[config.mk]
export PLATFORM = sky130hd
export DESIGN_NAME = switch_event_block
export DESIGN_NICKNAME = d
export VERILOG_FILES = /design/src/rtl/switch_event_block.sv
export SDC_FILE = /design/constraint.sdc
export NUM_CORES = 1
export LEC_CHECK = 0
export ABC_AREA = 0
export BUFFER_PORTS_ARGS = -buffer_cell sky130_fd_sc_hd__clkbuf_2
export CAP_MARGIN = 5
export CORE_MARGIN = 4
export CORE_UTILIZATION = 47
export DETAILED_ROUTE_END_ITERATION = 7
export HOLD_SLACK_MARGIN = 0.08
export PLACE_DENSITY_LB_ADDON = 0.25
export SETUP_SLACK_MARGIN = 0.15
export SLEW_MARGIN = 20
export SYNTH_ARGS = -nofsm -noshare
export SYNTH_HDL_FRONTEND = slang
export SYNTH_SLANG_ARGS = --single-unit
[constraint.sdc]
create_clock -name iCLK -period 2.15 [get_ports iCLK]
set_input_delay 0.43 -clock iCLK [delete_from_list [all_inputs] [get_ports iCLK]]
set_output_delay 0.43 -clock iCLK [all_outputs]
set_load 0.005 [all_outputs]
[src/rtl/switch_event_block.sv]
// ============================================================================
// switch_event_block
//
// Debounces pChannels push-button/switch inputs on a shared sample tick and
// turns each one into a clean level, press/release strobes and a
// press-plus-auto-repeat event stream for menu and cursor control.
// Everything runs in the iCLK domain. The raw pins are brought in through a
// two-flop synchroniser.
//
// Ports:
//   iCLK       in   1          base clock, sole clock of the block
//   iRST       in   1          asynchronous reset, active low
//   iBtn       in   pChannels  raw asynchronous switch inputs
//   iRepeatEn  in   pChannels  per-channel auto-repeat enable
//   oBtn       out  pChannels  debounced level, 1 = pressed
//   oPress     out  pChannels  one-cycle pulse on an accepted press
//   oRelease   out  pChannels  one-cycle pulse on an accepted release
//   oRepeat    out  pChannels  one-cycle event: on press, then auto-repeat
//   oTick      out  1          one-cycle sample-tick strobe
// ============================================================================
module switch_event_block #(
    parameter int pChannels      = 6,
    parameter int pMonitorTiming = 500000,
    parameter int pStableCount   = 4,
    parameter int pRepeatDelay   = 50,
    parameter int pRepeatRate    = 10,
    parameter bit pActiveLow     = 1'b1
) (
    input  logic                 iCLK,
    input  logic                 iRST,
    input  logic [pChannels-1:0] iBtn,
    input  logic [pChannels-1:0] iRepeatEn,
    output logic [pChannels-1:0] oBtn,
    output logic [pChannels-1:0] oPress,
    output logic [pChannels-1:0] oRelease,
    output logic [pChannels-1:0] oRepeat,
    output logic                 oTick
);

    // The divider only ever holds 0..pMonitorTiming-1.
    localparam int DivWidth    = $clog2(pMonitorTiming);
    // The stable counter only ever holds 0..pStableCount-1. Keep at least
    // one bit so that a single-sample debounce still has a legal vector.
    localparam int StableWidth = (pStableCount > 1) ? $clog2(pStableCount) : 1;
    // The repeat counter is loaded with either reload value, so it must hold
    // the larger of the two.
    localparam int RepMax      = (pRepeatDelay > pRepeatRate) ? pRepeatDelay : pRepeatRate;
    localparam int RepWidth    = $clog2(RepMax + 1);

    localparam logic [DivWidth-1:0]    DivLast    = DivWidth'(pMonitorTiming - 1);
    localparam logic [StableWidth-1:0] StableLast = StableWidth'(pStableCount - 1);
    localparam logic [RepWidth-1:0]    RepDelay   = RepWidth'(pRepeatDelay);
    localparam logic [RepWidth-1:0]    RepRate    = RepWidth'(pRepeatRate);

    typedef enum logic [1:0] {
        IDLE   = 2'd0,
        DELAY  = 2'd1,
        REPEAT = 2'd2
    } repeatState_t;

    logic [pChannels-1:0] syncMeta;
    logic [pChannels-1:0] sample;
    logic [DivWidth-1:0]  divCnt;
    logic                 tickNow;

    // Input conditioning. The polarity is normalised before the synchroniser,
    // so a cleared synchroniser always means "released", whatever the board
    // polarity.
    always_ff @(posedge iCLK or negedge iRST) begin
        if (!iRST) begin
            syncMeta <= '0;
            sample   <= '0;
        end else begin
            syncMeta <= iBtn ^ {pChannels{pActiveLow}};
            sample   <= syncMeta;
        end
    end

    // Shared sample-tick divider. The tick is the last count of each period,
    // so the first tick after reset comes pMonitorTiming-1 cycles in.
    always_ff @(posedge iCLK or negedge iRST) begin
        if (!iRST) begin
            divCnt <= '0;
        end else if (divCnt == DivLast) begin
            divCnt <= '0;
        end else begin
            divCnt <= divCnt + DivWidth'(1);
        end
    end

    assign tickNow = (divCnt == DivLast);
    assign oTick   = tickNow;

    // Per-channel debounce and repeat logic. The channels share only tickNow.
    for (genvar g = 0; g < pChannels; g++) begin : gChannel
        logic [StableWidth-1:0] stableCnt;
        logic [RepWidth-1:0]    repCnt;
        repeatState_t           repState;
        logic                   btnLevel;
        logic                   pressPulse;
        logic                   releasePulse;
        logic                   repeatPulse;
        logic                   differs;
        logic                   accept;

        // accept marks the tick on which the level is about to flip. Both
        // the debouncer and the repeat FSM key off it, so the press/release
        // strobes and the FSM transition land on the same edge.
        assign differs = (sample[g] != btnLevel);
        assign accept  = tickNow && differs && (stableCnt == StableLast);

        // Debouncer. Any tick that agrees with the current level restarts
        // the count, so only an unbroken run of differing samples gets
        // through. The strobes are registered alongside the level, so they
        // line up with the oBtn edge and last a single cycle.
        always_ff @(posedge iCLK or negedge iRST) begin
            if (!iRST) begin
                stableCnt    <= '0;
                btnLevel     <= 1'b0;
                pressPulse   <= 1'b0;
                releasePulse <= 1'b0;
            end else begin
                pressPulse   <= 1'b0;
                releasePulse <= 1'b0;
                if (tickNow) begin
                    if (!differs) begin
                        stableCnt <= '0;
                    end else if (accept) begin
                        btnLevel     <= ~btnLevel;
                        stableCnt    <= '0;
                        pressPulse   <= ~btnLevel;
                        releasePulse <= btnLevel;
                    end else begin
                        stableCnt <= stableCnt + StableWidth'(1);
                    end
                end
            end
        end

        // Auto-repeat FSM. The press itself always produces one event. The
        // enable is looked at on the press cycle and then only on ticks.
        // A release being accepted on this tick wins over a due repeat, so
        // no event ever coincides with oRelease.
        always_ff @(posedge iCLK or negedge iRST) begin
            if (!iRST) begin
                repState    <= IDLE;
                repCnt      <= '0;
                repeatPulse <= 1'b0;
            end else begin
                repeatPulse <= 1'b0;
                case (repState)
                    IDLE: begin
                        if (accept && !btnLevel) begin
                            repeatPulse <= 1'b1;
                            if (iRepeatEn[g]) begin
                                repState <= DELAY;
                                repCnt   <= RepDelay;
                            end
                        end
                    end
                    DELAY, REPEAT: begin
                        if (tickNow) begin
                            if (!btnLevel || accept || !iRepeatEn[g]) begin
                                repState <= IDLE;
                                repCnt   <= '0;
                            end else if (repCnt == RepWidth'(1)) begin
                                repeatPulse <= 1'b1;
                                repCnt      <= RepRate;
                                repState    <= REPEAT;
                            end else begin
                                repCnt <= repCnt - RepWidth'(1);
                            end
                        end
                    end
                    default: begin
                        repState <= IDLE;
                        repCnt   <= '0;
                    end
                endcase
            end
        end

        assign oBtn[g]     = btnLevel;
        assign oPress[g]   = pressPulse;
        assign oRelease[g] = releasePulse;
        assign oRepeat[g]  = repeatPulse;
    end

endmodule

Yosys cells after proc, flatten, opt, wreduce, memory -nomap -nowiden
Cells that the tools add are included.
{"block": "word_totals", "reg_bits": 115, "input_bits": 14, "output_inout_bits": 25}
{"block": "op_classes", "n_eq_ne": 55, "muxes": 151, "bitwise_logic": 7, "n_reduce_logical": 72, "add_sub_neg": 13}
{"operator": "6-bit two-way mux", "count": 30}
{"operator": "2-bit two-way mux", "count": 42}
{"operator": "6-bit case mux with 2 select lines", "count": 6}
{"operator": "1-bit two-way mux", "count": 60}
{"operator": "6-bit by 1-bit == test with 1-bit output, second input constant", "count": 6}
{"operator": "2-bit != test, second input constant", "count": 18}
{"operator": "3-bit AND reduction", "count": 12}
{"operator": "6-bit by 1-bit subtractor with 6-bit output, second input constant", "count": 6}
{"operator": "2-bit == test, second input constant", "count": 12}
{"operator": "2-bit case mux with 2 select lines", "count": 6}
{"operator": "4-bit AND reduction", "count": 6}
{"operator": "19-bit by 1-bit adder with 19-bit output, second input constant", "count": 1}
{"operator": "19-bit == test, second input constant", "count": 1}
{"operator": "19-bit two-way mux", "count": 1}
{"operator": "1-bit logical AND", "count": 18}
{"operator": "3-bit != test, second input constant", "count": 6}
{"operator": "2-bit by 1-bit adder with 2-bit output, second input constant", "count": 6}
{"operator": "2-bit by 1-bit == test with 1-bit output, second input constant", "count": 6}
{"operator": "1-bit zero test", "count": 12}
{"operator": "2-bit zero test", "count": 6}
{"operator": "1-bit logical OR", "count": 12}
{"operator": "1-bit case mux with 2 select lines", "count": 6}
{"operator": "2-bit OR reduction", "count": 6}
{"operator": "1-bit != test", "count": 6}
{"operator": "2 further kinds", "count": 7}

Longest topological paths before layout
{"block": "logic_depth", "ltp_word": 8, "ltp_mapped": 12, "ltp_nobuf": 8}

Least setup slack after synthesis
No wires, ideal clock.
{"block": "synth_path", "path_kind": "reg2out", "startpoint": "register divCnt[0]", "endpoint": "output port oTick", "arrival_ps": 1862, "setup_slack_ps": -142, "stages_incl_launch_ff": 11, "cell_sequence": "dfrtp_1 ha_1 and3_1 buf_4 and2_2 buf_2 nand2_4 inv_1 buf_2 buf_4 buf_4"}
{"block": "synth_via", "elab_chain_cells": 1}
{"item": "start, declared", "line": "63", "rtl": "logic [DivWidth-1:0] divCnt;"}
{"item": "start signal, assigned", "line": "87", "rtl": "divCnt <= divCnt + DivWidth'(1);"}
{"item": "19-bit == test", "line": "91", "rtl": "assign tickNow = (divCnt == DivLast);"}
{"item": "end, declared", "line": "37", "rtl": "output logic oTick"}
No other way between the ends.

Worst setup path in the final report
{"block": "layout_path", "startpoint": "register divCnt[14]", "endpoint": "register gChannel[5].repCnt[2]"}
{"block": "layout_via", "elab_chain_cells": 8, "elab_cells_between_ends": 12, "cone_classes": "eq/ne: 3; mux: 3; reduce/logical: 6"}
{"item": "19-bit == test (*)", "line": "91"}
{"item": "1-bit logical AND (2 in series)", "line": "110", "rtl": "assign accept = tickNow && differs && (stableCnt == StableLast);"}
{"item": "1-bit logical OR (2 in series)", "line": "163", "rtl": "if (!btnLevel || accept || !iRepeatEn[g]) begin"}
{"item": "6-bit two-way mux", "line": "163"}
{"item": "6-bit two-way mux", "line": "162", "rtl": "if (tickNow) begin"}
{"item": "6-bit case mux with 2 select lines", "line": "151", "rtl": "case (repState)"}
{"item": "end signal, assigned", "line": "157", "rtl": "repCnt <= RepDelay;"}
{"item": "end signal, assigned", "line": "168", "rtl": "repCnt <= RepRate;"}
{"item": "end signal, assigned", "line": "171", "rtl": "repCnt <= repCnt - RepWidth'(1);"}
{"item": "end, declared", "line": "97", "rtl": "logic [RepWidth-1:0] repCnt;"}
Every way passes the cells marked *; elsewhere a longest branch is shown, timed or not. The select of a mux whose other input is x is not followed.
A chain may end at the register's enable or synchronous reset.

==> results.md <==
- Status: finished with violations
- Failing checks: setup timing
- Overall power: roughly 4.9 mW
- Rel. slew slack: 0.6315
- RePlAce Congestion: around 0.87
- H-tree lvl count: 4
- Synth Warn #: 0
- Number of diodes: 0
- CP Data Arrival Time: between 2000 and 3000 ps
- Register area share after synthesis: 0.4583
- Synth-to-Final Area Change: 40.47%
- Post-Route WL: about 17,000 um
- IO Pins: 39
- Via density: roughly 5.7
- Layout fillers: slightly below 900
- Later-pin clock latency in the skew report: ~430 ps
- Initial Util: 0.4896
- Deepest clock path buffer count: 2
- Post-synth EDFFs: 0
- Die Y: between 100 and 150 um
- Sum Neg Setup Slack: -357.8 ps
- Tmin final: between 2000 and 2500 ps
- Clock sink total: ~120
- Vias in the first global route: approximately 5,300
- CTS tree: done
- Setup crit end kind: flip-flop
- Endpoints failing setup: 13
- Prevailing post-synth register cell: dfrtp_1
- Yosys cell types: 64
- Worst min path class: in2reg
- Final Cell Area: roughly 8800 um2
- Worst-Margin Slew: ~550 ps
- PwrDens: around 560 nW/um2
- Leakage Power: 4.190 nW
- Clock skew: 9.518 ps
- Final hold viol count: 0
- Max-Cap Viols: 0
- Syn nets: 705
- Mapped Cells: 660
- Final worst slack: -58.46 ps
- ANT nets after route: 0
- CP max FO: 4
- Share of cells above drive strength 1: 0.3807
- Rows: a little over 40
- Root Buffer: clkbuf_16
- Remaining Overflow, GRT: 0
- Synth Area per Inst: around 9.5 um2
- Vias: ~5,500
- Die width: 123.6 um
- RSZ-0062 raised after global routing: true
- DR iter-0 viols: between 400 and 500
- Worst-path clk slew: about 50 ps
- Crit Path Category: reg2reg
- DR WL/cell: 17.49 um
- Mapped cell area: roughly 6300 um2
- VDD IR max: 547.4 uV
- DPL Wire Length: a little over 10,000 um
- Number of CTS-inserted buffers: 17
- DR pass1 iterations: 5
- Total die area: 15,270 um2
- Port Buffers: 38
- Synth async-reset ratio: 1.000
- Core ar.: about 13,000 um2
- Critical Path RT: about 2500 ps
- F_max: between 400 and 500 MHz
- Hold slack: 140.3 ps
- Yosys reg bits: roughly 120
- CP startpoint kind: flip-flop
- Finished Core Util: 0.6877
- Slew Viols, Final: 0
- Initial antenna violation count: 0
- Total GRT Usage: 0.2136
- Area after DPL: around 6900 um2
- Fin crit share: 1.027
- First-pass GRT wire length: 25,620 um
- Largest net degree at the start of global routing: 43
- Nets@finish: ~830
- DRC Markers: 0
## critical path, cell delays in order (launching register included)
cell	delay (ps)
dfrtp_1	400
nor4_4	340
and3_4	260
buf_12	110
nand2_8	70
buf_4	160
a22o_4	260
or3b_4	400
o22ai_2	120
## where the power goes
group          switching (mW)  internal [mW]  total (mW)
Clock                   0.945           1.69        2.64
Sequential             0.0107           2.18        2.19
Combinational          0.0636         0.0258      0.0893
## kinds of logic (layout without fill, tap and decap cells)
kind of cell / Yosys count / in the layout / synth area share
adder cells (fa/ha/maj): 31 / 31 / 0.06178
AND/OR/NAND/NOR: 250 / 250 / 0.2112
AO/OA/AOI/OAI: 140 / 143 / 0.1441
buffers and inverters: 90 / 223 / 0.07353
XOR/XNOR: 24 / 24 / 0.03348
multiplexers: 10 / 10 / 0.01754
flip-flops: 115 / 115 / 0.4583
## cells in the mapped netlist, drive strengths merged (6+ instances only)
cell type,number,share of area
a21oi,40,0.032
a31oi,8,0.0080
and3,9,0.0098
buf,36,0.041
dfrtp,115,0.46
ha,31,0.062
inv,51,0.030
mux2,8,0.014
nand2,73,0.045
nand2b,9,0.0090
nand3,31,0.025
nand4,8,0.0080
nor2,38,0.023
nor2b,7,0.0070
nor3,26,0.021
nor3b,6,0.0072
nor4,6,0.0084
o21ai,35,0.028
o31ai,13,0.016
or3,9,0.0090
xnor2,11,0.015
xor2,13,0.018
## stage by stage
stage | std cells | setup WS [ps]
final | 968 | -58.46
after global routing | 968 | -163.9
after CTS | 942 | -68.62
after detailed placement | 881 | -99.50
after global placement | 881 | -46.75
after floorplan | 660 | 113.5
## routing by layer
layer,track usage,up-vias,share of wire
li1,-,2570,-
met1,0.2707,2757,0.42
met2,0.3417,158,0.51
met3,0.05813,57,0.042
met4,0.09689,0,0.033
met5,0,-,0
## sequential cells by signal, indices dropped and copies added (netlist names)
name / cells
sample: 6
syncMeta: 6
gChannel.btnLevel: 6
gChannel.pressPulse: 6
gChannel.repState: 12
gChannel.repeatPulse: 6
gChannel.releasePulse: 6
divCnt: 19
gChannel.repCnt: 36
gChannel.stableCnt: 12
## path summary, 6_finish.rpt
kind,slack (ps),cells after the start,to,from
max in group asynchronous,960,3,gChannel[1].pressPulse,iRST
hold reg to reg,340,0,sample[5],syncMeta[5]
setup / recovery,-60,8,gChannel[5].repCnt[2],divCnt[14]
hold / removal,140,2,syncMeta[3],iBtn[3]
setup reg to reg,-60,8,gChannel[5].repCnt[2],divCnt[14]
min in group asynchronous,540,2,syncMeta[3],iRST
## layout make-up
cell class | count | area [um2] | share of cell area
clock buffers | 26 | 499.2 | 0.05660
well taps | 172 | 215.2 | 0.02440
clock inverters | 5 | 50.05 | 0.005675
multi-input cells | 458 | 3755 | 0.4257
inverters | 51 | 203.9 | 0.02312
flip-flops and latches | 115 | 2878 | 0.3263
repair buffers | 141 | 1219 | 0.1382
## what timing repair did
item                                   4_1_cts  5_1_grt
setup buffers                               27       25
pin swaps                                   27       51
endpoints found under the hold margin       37        0
cloned                                       2        1
setup endpoints to repair                   55       72
hold buffers                                 1        0
gates resized for setup                     96      129
## cells in the final DEF, fill, tap and decap left out, types with 6 or more instances in the layout
cell       Yosys  routed
a21oi_1       40      26
a21oi_2        0      10
a31oi_1        8       6
buf_12         0       6
buf_4         27      59
buf_6          2      32
buf_8          0       7
clkbuf_16      0      17
clkbuf_2       0      36
dfrtp_1      115     115
ha_1          31      30
inv_1         51      50
nand2_1       72      58
nand2_2        0       8
nand2_4        1       6
nand2b_1       9       9
nand3_1       31      24
nand4_1        8       8
nor2_1        38      34
nor2b_1        7       6
nor3_1        26      17
o21ai_0       31       7
o21ai_1        4      12
o21ai_2        0      12
o31ai_2        0       7
or3_1          9       6
xnor2_1       11      11
xor2_1        13      13
Power figures use the tool's default switching activity.
